==> config.mk <==
export PLATFORM = sky130hd
export DESIGN_NAME = rr_grant_arbiter_flat
export DESIGN_NICKNAME = d
export VERILOG_FILES = /design/src/rtl/rr_grant_arbiter_if.sv /design/src/rtl/rr_grant_arbiter.sv /design/src/flat_wrapper.sv
export SDC_FILE = /design/constraint.sdc
export NUM_CORES = 1
export LEC_CHECK = 0
export ABC_AREA = 1
export CORE_MARGIN = 2
export CORE_UTILIZATION = 50
export DETAILED_ROUTE_END_ITERATION = 12
export GPL_TIMING_DRIVEN = 0
export PLACE_DENSITY = 0.7
export SYNTH_ARGS = -nofsm -noshare
export SYNTH_HDL_FRONTEND = slang
export SYNTH_HIERARCHICAL = 1
export SYNTH_SLANG_ARGS = --single-unit
==> constraint.sdc <==
create_clock -name clk -period 3.2 [get_ports clk]
set_input_delay 0.64 -clock clk [delete_from_list [all_inputs] [get_ports clk]]
set_output_delay 0.64 -clock clk [all_outputs]
set_load 0.03 [all_outputs]
==> src/rtl/rr_grant_arbiter_if.sv <==
// ---------------------------------------------------------------------------
// rr_grant_arbiter_if
// Request/grant bundle between the eight requesters and the round-robin
// arbiter.
//   en        : arbitration enable, gates new grants only
//   req       : level-sensitive request lines, one per requester
//   gnt       : one-hot grant (doubles as decoded chip-select)
//   gnt_idx   : encoded index of the current or last owner (select input)
//   gnt_valid : high while a grant is active
//   timeout   : one-cycle pulse on a forced revocation
// Modports: master = requester side, slave = arbiter side.
// ---------------------------------------------------------------------------
interface rr_grant_arbiter_if #(
    parameter int N_REQ = 8,
    parameter int IDX_W = 3
);
    logic              en;
    logic [N_REQ-1:0]  req;
    logic [N_REQ-1:0]  gnt;
    logic [IDX_W-1:0]  gnt_idx;
    logic              gnt_valid;
    logic              timeout;

    modport master (
        output en, req,
        input  gnt, gnt_idx, gnt_valid, timeout
    );

    modport slave (
        input  en, req,
        output gnt, gnt_idx, gnt_valid, timeout
    );
endinterface

==> src/rtl/rr_grant_arbiter.sv <==
// ---------------------------------------------------------------------------
// rr_grant_arbiter
// Round-robin arbiter for eight requesters sharing one downstream resource.
// A grant is held until its owner drops its request; one idle cycle always
// separates consecutive grants. Priority rotates to the requester after the
// last owner.
//
// Ports:
//   clk    : rising-edge clock
//   rst_n  : asynchronous active-low reset
//   bus    : rr_grant_arbiter_if.slave (en, req in; gnt, gnt_idx,
//            gnt_valid, timeout out). All outputs are registered.
//
// Build option:
//   ARB_TIMEOUT_EN : when defined, a grant held for MAX_HOLD cycles is
//                    force-revoked and timeout pulses for one cycle. When
//                    undefined, no hold counter exists and timeout is 0.
// ---------------------------------------------------------------------------

// One lane of the priority scan: requester LANE wins when it is requesting
// and no other requester sits closer to ptr in the cyclic scan order.
module rr_grant_lane #(
    parameter int N_REQ = 8,
    parameter int IDX_W = 3,
    parameter int LANE  = 0
) (
    input  logic [N_REQ-1:0] req,
    input  logic [IDX_W-1:0] ptr,
    output logic             win
);
    localparam logic [IDX_W-1:0] MY_IDX = IDX_W'(LANE);

    logic [IDX_W-1:0] my_dist;
    logic [IDX_W-1:0] other_dist;
    logic             blocked;

    always_comb begin
        // Distance from ptr in scan order; modular wrap does the rotation.
        my_dist    = MY_IDX - ptr;
        other_dist = '0;
        blocked    = 1'b0;
        for (int j = 0; j < N_REQ; j++) begin
            other_dist = IDX_W'(j) - ptr;
            if (j != LANE && req[j] && other_dist < my_dist)
                blocked = 1'b1;
        end
        win = req[LANE] & ~blocked;
    end
endmodule

module rr_grant_arbiter #(
    parameter int N_REQ    = 8,
    parameter int IDX_W    = 3,
    parameter int MAX_HOLD = 16
) (
    input  logic               clk,
    input  logic               rst_n,
    rr_grant_arbiter_if.slave  bus
);
    if (MAX_HOLD < 2 || MAX_HOLD > 255) begin : g_bad_hold
        $error("rr_grant_arbiter: MAX_HOLD must be in 2..255");
    end

    typedef enum logic {
        IDLE  = 1'b0,
        GRANT = 1'b1
    } state_e;

    state_e           state_q,     state_d;
    logic [IDX_W-1:0] ptr_q,       ptr_d;
    logic [N_REQ-1:0] gnt_q,       gnt_d;
    logic [IDX_W-1:0] gnt_idx_q,   gnt_idx_d;
    logic             gnt_valid_q, gnt_valid_d;
    logic             timeout_q,   timeout_d;

`ifdef ARB_TIMEOUT_EN
    // Counts completed GRANT cycles; revocation fires on the edge that would
    // end the MAX_HOLD-th cycle of ownership.
    localparam logic [7:0] HOLD_LAST = 8'(MAX_HOLD - 1);
    logic [7:0] hold_q, hold_d;
`endif

    // ------------------------------------------------------------------
    // Winner selection: one scan lane per requester, then encode.
    // ------------------------------------------------------------------
    logic [N_REQ-1:0] win;
    logic [IDX_W-1:0] win_idx;

    for (genvar i = 0; i < N_REQ; i++) begin : g_lane
        rr_grant_lane #(
            .N_REQ (N_REQ),
            .IDX_W (IDX_W),
            .LANE  (i)
        ) u_lane (
            .req (bus.req),
            .ptr (ptr_q),
            .win (win[i])
        );
    end

    // win is one-hot or zero, so OR-ing indices gives the encoding.
    always_comb begin
        win_idx = '0;
        for (int i = 0; i < N_REQ; i++) begin
            if (win[i])
                win_idx = win_idx | IDX_W'(i);
        end
    end

    // ------------------------------------------------------------------
    // Next-state and output logic
    // ------------------------------------------------------------------
    always_comb begin
        state_d     = state_q;
        ptr_d       = ptr_q;
        gnt_d       = gnt_q;
        gnt_idx_d   = gnt_idx_q;
        gnt_valid_d = gnt_valid_q;
        timeout_d   = 1'b0;
`ifdef ARB_TIMEOUT_EN
        hold_d      = hold_q;
`endif

        unique case (state_q)
            IDLE: begin
                if (bus.en && (|bus.req)) begin
                    state_d     = GRANT;
                    gnt_d       = win;
                    gnt_idx_d   = win_idx;
                    gnt_valid_d = 1'b1;
`ifdef ARB_TIMEOUT_EN
                    hold_d      = '0;
`endif
                end
            end

            GRANT: begin
                // Release has priority over timeout on the same edge.
                if (!bus.req[gnt_idx_q]) begin
                    state_d     = IDLE;
                    gnt_d       = '0;
                    gnt_valid_d = 1'b0;
                    ptr_d       = gnt_idx_q + 1'b1;
                end
`ifdef ARB_TIMEOUT_EN
                else if (hold_q == HOLD_LAST) begin
                    state_d     = IDLE;
                    gnt_d       = '0;
                    gnt_valid_d = 1'b0;
                    ptr_d       = gnt_idx_q + 1'b1;
                    timeout_d   = 1'b1;
                end
                else begin
                    hold_d = hold_q + 8'd1;
                end
`endif
            end

            default: begin
                state_d = IDLE;
            end
        endcase
    end

    always_ff @(posedge clk or negedge rst_n) begin
        if (!rst_n) begin
            state_q     <= IDLE;
            ptr_q       <= '0;
            gnt_q       <= '0;
            gnt_idx_q   <= '0;
            gnt_valid_q <= 1'b0;
            timeout_q   <= 1'b0;
        end else begin
            state_q     <= state_d;
            ptr_q       <= ptr_d;
            gnt_q       <= gnt_d;
            gnt_idx_q   <= gnt_idx_d;
            gnt_valid_q <= gnt_valid_d;
            timeout_q   <= timeout_d;
        end
    end

`ifdef ARB_TIMEOUT_EN
    always_ff @(posedge clk or negedge rst_n) begin
        if (!rst_n)
            hold_q <= '0;
        else
            hold_q <= hold_d;
    end
`endif

    assign bus.gnt       = gnt_q;
    assign bus.gnt_idx   = gnt_idx_q;
    assign bus.gnt_valid = gnt_valid_q;
`ifdef ARB_TIMEOUT_EN
    assign bus.timeout   = timeout_q;
`else
    // Never set without the timeout feature; kept so both builds share
    // the same register set.
    assign bus.timeout   = 1'b0;
`endif

endmodule

==> src/flat_wrapper.sv <==
// flat-port wrapper written by rule: the top's interface ports become plain ports
module rr_grant_arbiter_flat 
#(
    parameter int N_REQ    = 8,
    parameter int IDX_W    = 3,
    parameter int MAX_HOLD = 16
)
  (clk, rst_n, bus_en, bus_req, bus_gnt, bus_gnt_idx, bus_gnt_valid, bus_timeout);
  rr_grant_arbiter_if #(.N_REQ(N_REQ), .IDX_W(IDX_W)) bus_i ();
  input  logic clk;
  input  logic rst_n;
  input wire logic [$bits(bus_i.en)-1:0] bus_en;
  input wire logic [$bits(bus_i.req)-1:0] bus_req;
  output wire logic [$bits(bus_i.gnt)-1:0] bus_gnt;
  output wire logic [$bits(bus_i.gnt_idx)-1:0] bus_gnt_idx;
  output wire logic [$bits(bus_i.gnt_valid)-1:0] bus_gnt_valid;
  output wire logic [$bits(bus_i.timeout)-1:0] bus_timeout;
  assign bus_i.en = bus_en;
  assign bus_i.req = bus_req;
  assign bus_gnt = bus_i.gnt;
  assign bus_gnt_idx = bus_i.gnt_idx;
  assign bus_gnt_valid = bus_i.gnt_valid;
  assign bus_timeout = bus_i.timeout;
  rr_grant_arbiter #(.N_REQ(N_REQ), .IDX_W(IDX_W), .MAX_HOLD(MAX_HOLD)) u_core (.clk(clk), .rst_n(rst_n), .bus(bus_i));
endmodule
======== Yosys cells after proc, flatten, opt, wreduce, memory -nomap -nowiden ========
Cells that the tools add are included.
word-level totals
  register bits ........................... 16
  input bits .............................. 11
  output and inout bits ................... 13
  word-level logic and storage cells ...... 226
cells by class
  $add $sub $neg .......................... 9
  $lt $le $gt $ge ......................... 57
  equal/unequal tests ..................... 2
  mux-type cells .......................... 74
  bitwise logic cells ..................... 18
  reductions and logical operators ........ 61
operator list
  kind                                                number
  < comparator 3 bit                                  56
  two-way mux 1 bit                                   62
  logical AND 1 bit                                   57
  two-way mux 8 bit                                   2
  case mux 8 bit (2 select lines)                     1
  two-way mux 3 bit                                   4
  subtractor 3 bit, first input constant              4
  NOT 1 bit                                           10
  bitwise AND 1 bit                                   8
  OR reduction 8 bit                                  1
  AND reduction 2 bit                                 3
  subtractor 1 x 3 -> 3 bit, first input constant     2
  subtractor 2 x 3 -> 3 bit, first input constant     2
  < comparator 3 x 4 -> 1 bit, second input constant  1
  two-way mux 2 bit                                   2
  case mux 1 bit (2 select lines)                     2
  adder 3 x 1 -> 3 bit, second input constant         1
  binary-select mux 1 bit (select 3 bit)              1
  != test 2 x 1 -> 1 bit, second input constant       1
  != test 2 bit, second input constant                1

======== Logic depth before layout (Yosys ltp) ========
  word-level depth ........................ 19
  depth in mapped cells ................... 14
  mapped depth without buffers ............ 14

======== Hierarchy ========
Netlist, hierarchy kept.
modules (own cells, without submodules)
  module                                    times used  cells each  area each (sq um)  sequential area each (sq um)
  rr_grant_arbiter                          1           100         908.4              400.4
  rr_grant_lane at u_core.g_lane[0].u_lane  1           66          361.6              0.0
  rr_grant_lane at u_core.g_lane[4].u_lane  1           61          346.6              0.0
  rr_grant_lane at u_core.g_lane[2].u_lane  1           51          321.6              0.0
  rr_grant_lane at u_core.g_lane[6].u_lane  1           53          311.5              0.0
  rr_grant_lane at u_core.g_lane[1].u_lane  1           43          294.0              0.0
  rr_grant_lane at u_core.g_lane[5].u_lane  1           43          281.5              0.0
  rr_grant_lane at u_core.g_lane[7].u_lane  1           50          240.2              0.0
  rr_grant_lane at u_core.g_lane[3].u_lane  1           45          237.7              0.0

======== Worst setup path after synthesis ========
Ideal clock, no wire load.
  kind .................................... flip-flop to flip-flop
  from .................................... register u_core.ptr_q[1]
  to ...................................... register u_core.gnt_idx_q[2] (netlist: u_core/bus.gnt_idx[2])
  library setup time ...................... 0.131 ns
  arrival ................................. 2.651 ns
  data required time ...................... 3.069 ns
  slack ................................... 0.417 ns
  stages on the path, launching flop included .. 13
  buffers on the path ..................... 0
  period minus slack after synthesis ...... 2.783 ns
  path through ............................ dfrtp_1 > inv_2 > ha_1 > xnor2_1 > inv_1 > ha_1 > inv_1 > a21oi_1 > nand3_1 > nand3_1 > nor2_1 > nor4_1 > o21ai_0
between the ends
  elaborated cells on any way between the ends .. 104
  classes of those cells .................. add/sub (8); order compare (28); mux (32); bitwise (8); reduce/logical (28)
RTL lines
  what                                                                  RTL line                 source
  from (decl)                                                           rr_grant_arbiter.sv:70   logic [IDX_W-1:0] ptr_q, ptr_d;
  from (signal assigned)                                                rr_grant_arbiter.sv:175  ptr_q <= ptr_d;
  subtractor 1 x 3 -> 3 bit / subtractor 3 bit (equally long branches)  --
  < comparator 3 bit                                                    rr_grant_arbiter.sv:44   if (j != LANE && req[j] && other_dist < my_dist)
  logical AND 1 bit                                                     rr_grant_arbiter.sv:44
  two-way mux 1 bit (6 in a row)                                        rr_grant_arbiter.sv:44
  two-way mux 1 bit *                                                   rr_grant_arbiter.sv:44
  NOT 1 bit *                                                           rr_grant_arbiter.sv:47   win = req[LANE] & ~blocked;
  bitwise AND 1 bit *                                                   rr_grant_arbiter.sv:47
  net u_core.win[5]                                                     rr_grant_arbiter.sv:86   logic [N_REQ-1:0] win;
  two-way mux 3 bit * (3 in a row)                                      rr_grant_arbiter.sv:105  if (win[i])
  to (signal assigned)                                                  rr_grant_arbiter.sv:177  gnt_idx_q <= gnt_idx_d;
  to (decl)                                                             rr_grant_arbiter.sv:72   logic [IDX_W-1:0] gnt_idx_q, gnt_idx_d;
The timed path passes the listed nets; every way through them passes the cells marked *.
A chain may end at the register's enable or synchronous reset.

======== Worst setup path in the final report ========
  from .................................... register u_core.ptr_q[2]
  to ...................................... register u_core.gnt_idx_q[0] (netlist: u_core/bus.gnt_idx[0])
between the ends
  longest elaborated chain between the ends .. 19
  elaborated cells on any way between the ends .. 107
  classes of those cells .................. add/sub (8); order compare (28); mux (35); bitwise (8); reduce/logical (28)
ends and longest elaborated chain
  what                                                 RTL line
  subtractor 1 x 3 -> 3 bit, on equally long branches  --
  < comparator 3 bit                                   rr_grant_arbiter.sv:44
  logical AND 1 bit                                    rr_grant_arbiter.sv:44
  two-way mux 1 bit (6 in a row)                       rr_grant_arbiter.sv:44
  two-way mux 1 bit *                                  rr_grant_arbiter.sv:44
  NOT 1 bit *                                          rr_grant_arbiter.sv:47
  bitwise AND 1 bit *                                  rr_grant_arbiter.sv:47
  net u_core.win[1]                                    rr_grant_arbiter.sv:86
  two-way mux 1 bit *                                  rr_grant_arbiter.sv:105
  two-way mux 2 bit * (2 in a row)                     rr_grant_arbiter.sv:105
  two-way mux 3 bit * (4 in a row)                     rr_grant_arbiter.sv:105
Marked as above.

==> out/qor.csv <==
stage,metric,value,unit
yosys,largest family of logic cells by synthesized area,simple AND/OR/NAND/NOR gates,
yosys,Adder-Cell Fraction of Synth Area,26.52,%
pwr,pwr dens,1084,nW/um2
layout,n_diodes,0,
yosys,Synth Area per Inst,6.452,um2
yosys,post-synth cell types,28,
timing,hold violation count in the final report,0,
critical_path,R2R Setup Slk,0.40,ns
detailed_routing,DRC violations left,0,
clock_network,setup bufs post-CTS,0,
pwr,Final Power,3.983,mW
detailed_routing,routed len/inst,12.02,um
yosys,number of synthesized flops with an enable pin,0,
layout,multi-input logic area,2497,um2
floorplan,Starting Density,51.72,%
floorplan,die width,85.28,um
clock_network,# clock sinks,16,
clock_network,cts bufs inserted,3,
yosys,Synth Area in Simple Gates,39.51,%
timing,clock skew,0.003925,ns
run,Max Cap Viol,0,
yosys,Most used DFF post-synth,dfrtp_1,
grt,Tot GR Track Use,21.30,%
clock_network,CTS tree,yes,
timing,Final Cycle Share,87.44,%
placed_design,DP Area,3622,um2
critical_path,CP Class,flop to flop,
grt,Top Usage Layer GRT,met2,
grt,initial antenna violation count,0,
timing,Setup Total Neg Slack,0,ns
pwr,Leak,2.051,nW
grt,M2 GR Usage,39.20,%
layout,Layout area overhead,11.21,%
placed_design,detailed-placement wirelength estimate,5359,um
yosys,largest cells by area after synthesis,"ha_1 (27%), nand2_1 (15%), dfrtp_1 (12%), inv_1 (8.9%), nand3_1 (8.8%)",
yosys,share of the synthesized area in the top cell type,26.52,%
floorplan,boundary pin count,24,
yosys,Syn Nets,593,
detailed_routing,total iterations of the first detailed-routing run,4,
detailed_routing,vias per cell,5.182,
grt,first-pass GRT wire length,12970,um
grt,largest net degree at the start of global routing,42,
layout,filler instances,634,
grt,grt ovf,0,
layout,FF/Latch Area,409.1,um2
yosys,Synth async-reset ratio,100.0,%
layout,layout cells sized above 1,10.04,%
layout,post-route cell area,3674,um2
detailed_routing,ANT nets after route,0,
timing,worst slew pin tran,0.9049,ns
yosys,Post-Synth XOR/XNOR Area,2.917,%
clock_network,post-cts resize count,1,
timing,Slew Limit Fails,0,
timing,max_slew headroom,39.67,%
yosys,Seq cells post-synth,16,
hold_path,min-delay worst type,flop to flop,
timing,Hold WS,0.4719,ns
clock_network,Longest Clk Path Bufs,2,
yosys,Gate Count Post-Synth,512,
clock_network,root buf cell,clkbuf_8,
layout,nets@finish,620,
grt,GR Layer Usage met3,1.946,%
outcome,run status,finished clean,
yosys,post-synth top area cell,ha_1,
detailed_routing,Initial DRC Count,89,
timing,min Tclk post-route,2.798,ns
clock_network,clk slew on worst S/H paths,0.06,ns
critical_path,crit path launch type,flop,
clock_network,H-tree depth,1,
detailed_routing,Routed Wire Length,7390,um
clock_network,clock latency on the worst-skew pair,0.24,ns
timing,Highest Clock Rate,0.3574,GHz
floorplan,die footprint,7273,um2
floorplan,core area,6386,um2
clock_network,CTS Hold Bufs,0,
critical_path,crit end category,flop,
floorplan,Die H,85.28,um
yosys,register area share after synthesis,12.12,%
yosys,mux cell area share after synthesis,0,%
floorplan,cell row count,29,
timing,unrepaired setup endpoints after global routing,no,
placed_design,gp weighted congestion,0.8116,
yosys,Netlist Area Pre-Place,3303,um2
critical_path,Crit path required time,3.32,ns
grt,vias in the first global route,2932,
placed_design,Port Buffer Count,22,
detailed_routing,detailed-route via count,3187,
critical_path,crit path max fanout,40,
yosys,Synth Warn #,6,
timing,setup violators final,0,
critical_path,worst path arrival time,2.92,ns
pwr,Peak VDD IR,1.144,mV
grt,met1 usage,27.32,%
yosys,compound-gate portion of the synthesized area,6.553,%
-- placed cells by master, fill, tap and decap left out, drive strengths merged, types with 11 or more instances in the layout --
| cell | netlist | final |
|---|---|---|
| ha | 70 | 70 |
| o21ai | 14 | 14 |
| nand3 | 72 | 72 |
| nand2 | 143 | 143 |
| clkdlybuf4s50 | 0 | 22 |
| xnor2 | 11 | 11 |
| nor2 | 46 | 46 |
| dfrtp | 16 | 16 |
| inv | 91 | 91 |
| a21oi | 21 | 21 |
-- final timing paths --
check                                               endpoint  depth (start not counted)                              from
max reg2reg                u_core/bus.gnt_idx[0]$_DFFE_PN0P_                         10       u_core/ptr_q[2]$_DFFE_PN0P_
max in group asynchronous        u_core/ptr_q[1]$_DFFE_PN0P_                          1                             rst_n
min                         u_core/bus.gnt_valid$_DFFE_PN0P_                          2  u_core/bus.gnt_valid$_DFFE_PN0P_
min in group asynchronous   u_core/bus.gnt_valid$_DFFE_PN0P_                          1                             rst_n
max                        u_core/bus.gnt_idx[0]$_DFFE_PN0P_                         10       u_core/ptr_q[2]$_DFFE_PN0P_
min reg2reg                 u_core/bus.gnt_valid$_DFFE_PN0P_                          2  u_core/bus.gnt_valid$_DFFE_PN0P_
-- power by group --
part | switching (mW) | internal [mW] | total, mW | leakage (nW)
logic | 1.92 | 1.33 | 3.25 | 1.82
clock network | 0.0623 | 0.0880 | 0.150 | 0.0228
registers | 0.301 | 0.284 | 0.585 | 0.207
total | 2.28 | 1.70 | 3.98 | 2.05
-- registers in the layout, summed over array words and instances (netlist names) --
name,cells
u_core/bus.gnt,8
u_core/bus.gnt_idx,3
u_core/bus.gnt_valid,1
u_core/ptr_q,3
u_core/state_q,1
-- Yosys cell counts (6+ instances only) --
master and count:
o21ai_0 13, nand2_2 6, nand3_1 58, nor2_1 39
nand4_1 10, xnor2_1 11, inv_1 78, nor2_2 7
nand3_2 14, dfrtp_1 16, ha_1 70, a21oi_1 21
nand2_1 135, inv_2 13
-- logic make-up after synthesis --
kind of cell / count (synthesis)
flops: 16
xor+xnor: 11
buf+inv: 96
simple gates: 278
fa+ha+maj: 70
compound gates: 40
other cells: 1
-- final cells by class --
class                      instances  share of cell area [%]
multi-input combinational        400                   67.98
buffer                             4                   1.601
inverter                          92                   9.435
sequential                        16                   11.14
timing repair buffer              22                   5.995
clock buffer                       4                   1.226
tap                               77                   2.623
-- critical path: stages, from the launching register on --
cell	delay, ns
dfrtp_2	0.95
inv_1	0.15
ha_1	0.35
inv_1	0.10
ha_1	0.32
a21oi_1	0.15
nand3_1	0.11
nand3_2	0.11
nor2_2	0.05
nor4_1	0.24
o21ai_0	0.12
-- layer usage --
metal	wire length, um	vias to the layer above
met3	243	7
met4	57	0
met2	3635	43
met1	3453	1456
li1	-	1681
met5	0	-
-- through the flow --
stage | cells | utilization, % | worst slack [ns]
after floorplan | 512 | - | 0.4174
after global placement | 611 | 56.68 | -0.3093
after detailed placement | 611 | 56.72 | -0.3451
after CTS | 615 | 57.45 | 0.1998
after global routing | 615 | 57.52 | 0.1808
final | 615 | 57.52 | 0.4019
Power figures use the tool's default switching activity.
